===== src/rtl/gold_ring_pkg.sv =====
// gold_ring_pkg: packet field positions and NIC register addresses shared by the ring NIC
package gold_ring_pkg;
  localparam int VC_BIT = 63;
  localparam int DIR_BIT = 62;
  localparam int HOP_MSB = 55;
  localparam int HOP_LSB = 48;
  localparam int SRC_MSB = 47;
  localparam int SRC_LSB = 32;
  localparam logic [1:0] ADDR_IN_BUF = 2'b00;
  localparam logic [1:0] ADDR_IN_STAT = 2'b01;
  localparam logic [1:0] ADDR_OUT_BUF = 2'b10;
  localparam logic [1:0] ADDR_OUT_STAT = 2'b11;
endpackage


===== src/rtl/nic_channel_buf.sv =====
// nic_channel_buf: one-deep packet buffer with load/unload strobes and a full flag
module nic_channel_buf #(
  parameter int W = 64
) (
  input  logic         i_clk,
  input  logic         i_rst,
  input  logic         i_load,
  input  logic         i_unload,
  input  logic [W-1:0] i_data,
  output logic [W-1:0] o_data,
  output logic         o_full
);
  logic [W-1:0] r_data;
  logic         r_full;
  // Data is kept after unload so a read of an empty buffer returns the stale packet
  always_ff @(posedge i_clk or posedge i_rst) begin
    if (i_rst) begin
      r_data <= '0;
      r_full <= 1'b0;
    end else if (i_load) begin
      r_data <= i_data;
      r_full <= 1'b1;
    end else if (i_unload) begin
      r_full <= 1'b0;
    end
  end
  assign o_data = r_data;
  assign o_full = r_full;
endmodule


===== src/rtl/gold_nic.sv =====
// gold_nic: core-facing register window bridging one processor to a ring node,
// with one-deep buffers per direction and polarity-gated injection
module gold_nic
  import gold_ring_pkg::*;
#(
  parameter int PAC_SIZE = 64
) (
  input  logic                clk,
  input  logic                reset,
  input  logic [1:0]          addr,
  input  logic [PAC_SIZE-1:0] d_in,
  output logic [PAC_SIZE-1:0] d_out,
  input  logic                nicEn,
  input  logic                nicWrEn,
  input  logic                net_si,
  output logic                net_ro,
  input  logic [PAC_SIZE-1:0] net_di,
  output logic                net_so,
  input  logic                net_ri,
  output logic [PAC_SIZE-1:0] net_do,
  input  logic                net_polarity
);
  logic [PAC_SIZE-1:0] r_d_out;
  logic                r_drop_err;
  logic [PAC_SIZE-1:0] w_in_data;
  logic [PAC_SIZE-1:0] w_out_data;
  logic [PAC_SIZE-1:0] w_rd_data;
  logic                w_in_full;
  logic                w_out_full;
  logic                w_rd;
  logic                w_wr;
  logic                w_in_load;
  logic                w_in_unload;
  logic                w_out_load;
  logic                w_drop;
  logic                w_clr_err;
  assign w_rd        = nicEn & ~nicWrEn;
  assign w_wr        = nicEn & nicWrEn;
  assign net_ro      = ~w_in_full;
  assign w_in_load   = net_si & net_ro;
  assign w_in_unload = w_rd & (addr == ADDR_IN_BUF) & w_in_full;
  assign w_out_load  = w_wr & (addr == ADDR_OUT_BUF) & ~w_out_full;
  // A write colliding with an injection edge still sees out_full = 1 and is dropped
  assign w_drop      = w_wr & (addr == ADDR_OUT_BUF) & w_out_full;
  assign w_clr_err   = w_wr & (addr == ADDR_OUT_STAT) & d_in[1];
  assign net_so      = w_out_full & net_ri & (w_out_data[VC_BIT] == net_polarity);
  assign net_do      = w_out_data;
  assign d_out       = r_d_out;
  always_comb begin
    w_rd_data = (addr == ADDR_IN_BUF)   ? w_in_data :
                (addr == ADDR_IN_STAT)  ? {{(PAC_SIZE-1){1'b0}}, w_in_full} :
                (addr == ADDR_OUT_STAT) ? {{(PAC_SIZE-2){1'b0}}, r_drop_err, w_out_full} :
                '0;
  end
  always_ff @(posedge clk or posedge reset) begin
    if (reset) begin
      r_d_out    <= '0;
      r_drop_err <= 1'b0;
    end else begin
      if (w_rd) r_d_out <= w_rd_data;
      if (w_drop) r_drop_err <= 1'b1;
      else if (w_clr_err) r_drop_err <= 1'b0;
    end
  end
  nic_channel_buf #(.W(PAC_SIZE)) u_in (
    .i_clk(clk), .i_rst(reset), .i_load(w_in_load), .i_unload(w_in_unload),
    .i_data(net_di), .o_data(w_in_data), .o_full(w_in_full)
  );
  nic_channel_buf #(.W(PAC_SIZE)) u_out (
    .i_clk(clk), .i_rst(reset), .i_load(w_out_load), .i_unload(net_so),
    .i_data(d_in), .o_data(w_out_data), .o_full(w_out_full)
  );
endmodule


===== config.mk =====
export PLATFORM = sky130hd
export DESIGN_NAME = gold_nic
export DESIGN_NICKNAME = d
export VERILOG_FILES = /design/src/rtl/gold_ring_pkg.sv /design/src/rtl/nic_channel_buf.sv /design/src/rtl/gold_nic.sv
export SDC_FILE = /design/constraint.sdc
export NUM_CORES = 1
export LEC_CHECK = 0
export CAP_MARGIN = 20
export CORE_ASPECT_RATIO = 1.1
export CORE_MARGIN = 2
export CORE_UTILIZATION = 43
export CTS_BUF_LIST = sky130_fd_sc_hd__clkbuf_8
export DETAILED_ROUTE_END_ITERATION = 7
export GPL_ROUTABILITY_DRIVEN = 0
export HOLD_SLACK_MARGIN = 0.1
export PLACE_DENSITY = 0.74
export SLEW_MARGIN = 20
export SYNTH_ARGS = -nofsm -noshare
export SYNTH_HDL_FRONTEND = slang
export SYNTH_HIERARCHICAL = 1
export SYNTH_SLANG_ARGS = --single-unit

===== constraint.sdc =====
create_clock -name clk -period 3.15 [get_ports clk]
set_input_delay 0.315 -clock clk [delete_from_list [all_inputs] [get_ports clk]]
set_output_delay 0.315 -clock clk [all_outputs]
set_load 0.05 [all_outputs]

==> key figures <==
Global routing
  – Initial antenna violation count: 1
  – Global-route wire length before repair: 30.3 mm
  – Number of global-route vias before repair: 5135
  – Global-route usage over all layers: 0.209
  – Gr ovfl total: 0
  – Largest net degree at the start of global routing: 66

Power and ir drop
  – Internal power: 6.77 mW
  – Seq pwr share: 0.370
  – Sw frac: 0.387
  – Sw Pwr: 4.27 mW
  – Combinational share of power: 0.456
  – Clock power share: 0.174
  – Peak supply drop: 573 uV
  – Leakage: 4.84 nW
  – Pwr Density: 1000 nW/um2

Detailed routing
  – Vias per cell: 5.06
  – WL/cell: 20.2 um
  – Post-Route WL: 19.4 mm
  – Via count: 4844
  – Antenna viol nets, final: 0
  – DR iter-0 viols: 224
  – Drt pass-1 iters: 4
  – Drt drc: 0

Synthesis
  – Ys flop type: dfrtp_1
  – Synth Warn #: 6
  – Area leader, netlist: dfrtp_1
  – Mapped Area: 7660 um2
  – Top-area cell type share of the netlist area: 0.637
  – Syn nets: 581
  – Sequential cell area fraction in the yosys report: 0.637
  – Post-synth ARST share: 1.00
  – Synth unique cells: 23
  – Mapped Cells: 444
  – FF+latch count, synth: 195
  – Area contributors post-synth: dfrtp_1, mux2_4, a22o_1, mux2_2, buf_6
  – EDFF count, synth: 0
  – Mapped Avg Cell Area: 17.3 um2
  – Cell with the most instances after synthesis: dfrtp_1
  – Top post-synthesis cells by count: dfrtp_1, mux2_4, a22o_1

Layout
  – Fin area: 11000 um2
  – Seq. cell area: 4880 um2
  – Share of cells above drive strength 1: 0.243
  – Final #Nets: 845
  – Area Overhead vs Synth: 43.4%
  – Utilization after layout: 0.624
  – Area of the multi-input gates: 2510 um2
  – Fill cells: 1316
  – Non-Filler Instances: 958
  – N_diodes: 0

Setup path
  – Worst Path Max Fanout: 3
  – Setup CP Type: flip-flop to output pin
  – CP arrival: 2.03 ns
  – Crit end category: output pin
  – Startpoint types: flip-flop
  – Critical Path RT: 2.83 ns

Timing
  – Final setup fails: 0
  – F_max: 427 MHz
  – Pins Over Slew Limit: 0
  – Slew margin rel.: 0.488
  – Slew @ Worst Pin: 0.768 ns
  – Final worst-path cycle share: 0.743
  – Fin crit period: 2.34 ns
  – Setup ws final: 0.809 ns
  – Final Hold Fails: 0
  – Setup_tns: 0 ns
  – RSZ-0062 raised after global routing: no
  – Worst Skew: 0.00806 ns

Place
  – Post-DP Area: 10500 um2
  – Dpl ws: 0.840 ns
  – Detail Placement HPWL: 13.7 mm
  – PortBufs: 266
  – Placed Instances: 927

Run
  – Max-cap violation count: 0

Run status
  – Run status: finished clean

CTS
  – Post-cts repair resize count: 0
  – TritonCTS Buffers: 17
  – Clock-pin slew on the worst setup and hold paths: 0.10 ns
  – H-tree levels: 4
  – CTS tree: yes
  – Post-CTS setup repair buffer count: 0
  – CTS sink cnt: 195
  – Hold buffers post-CTS: 0
  – Worst-skew pair later-pin latency: 0.46 ns
  – Clock tree buffer depth: 2
  – Root buffer cell: clkbuf_8

Floorplan
  – Starting Density: 0.435
  – Core area: 17600 um2
  – Std cell rows: 51
  – Chip Height: 144 um
  – Top Ports: 267
  – Die Width: 131 um
  – Die Footprint: 18900 um2

Hold path
  – Hold WC Path Type: primary input to asynchronous set/reset pin
## registers in the layout (all words and copies together) (netlist names)
register      flops
d_out            64
r_drop_err        1
u_in/o_data      64
u_in/o_full       1
u_out/o_data     64
u_out/o_full      1
## path summary, 6_finish.rpt
check	start	end	slack (ns)	cells after the start
max	u_out/o_data[63]	net_so	0.81	3
min	reset	u_out/o_data[9]	0.32	2
max reg2reg	u_out/o_full	u_out/o_data[17]	1.42	3
min reg2reg	u_in/o_data[19]	d_out[19]	0.50	1
max in group asynchronous	reset	u_in/o_data[59]	2.06	3
min in group clk	net_di[16]	u_in/o_data[16]	0.46	2
## power groups by stage
stage | combinational, mW | clock, mW | sequential (mW)
finish | 5.03 | 1.92 | 4.09
global placement | 4.97 | 0 | 4.09
CTS | 5.06 | 1.97 | 4.09
detailed placement | 5.05 | 0 | 4.13
global route | 5.20 | 2.09 | 4.20
floorplan | 1.57 | 0 | 5.89
## routing by layer
layer / track usage / vias up / routed length (um)
li1: - / 2126 / -
met1: 0.273 / 2507 / 8540
met2: 0.344 / 191 / 9490
met3: 0.0547 / 18 / 1080
met4: 0.0675 / 2 / 245
met5: 0 / - / 13
## through the flow
| step | hold slack [ns] | total power [mW] |
|---|---|---|
| after global routing | 0.346 | 11.5 |
| final | 0.322 | 11.0 |
| after CTS | 0.315 | 11.1 |
| after global placement | 0.470 | 9.06 |
| after floorplan | 0.462 | 7.47 |
| after detailed placement | 0.478 | 9.18 |
## cells in the final DEF (no fill, tap or decap), types with 3 or more instances in the layout
master	count
mux2_4	98
inv_6	3
clkdlybuf4s50_1	266
bufinv_16	6
inv_2	3
buf_12	5
dfrtp_1	195
mux2_2	31
clkbuf_8	18
a21oi_1	3
buf_4	4
inv_1	6
a22o_1	62
## critical path, stage by stage (launching register included)
cell and delay, ns:
dfrtp_1 0.43, xnor2_1 0.15, and3_1 0.19, clkdlybuf4s50_1 0.80
## layout make-up
cell class,count,share of cell area
clock buffers,18,0.0225
multi-input cells,211,0.228
flip-flops and latches,195,0.444
well taps,238,0.0271
inverters,8,0.00273
clock inverters,13,0.0208
repair buffers,275,0.254
## logic make-up after synthesis
kind of cell	Yosys count	synth area share
xor+xnor	1	0.00114
flops	195	0.637
mux	129	0.238
compound gates	71	0.0784
simple gates	10	0.00849
buf+inv	38	0.0374
(Power assumes the default switching activity.)
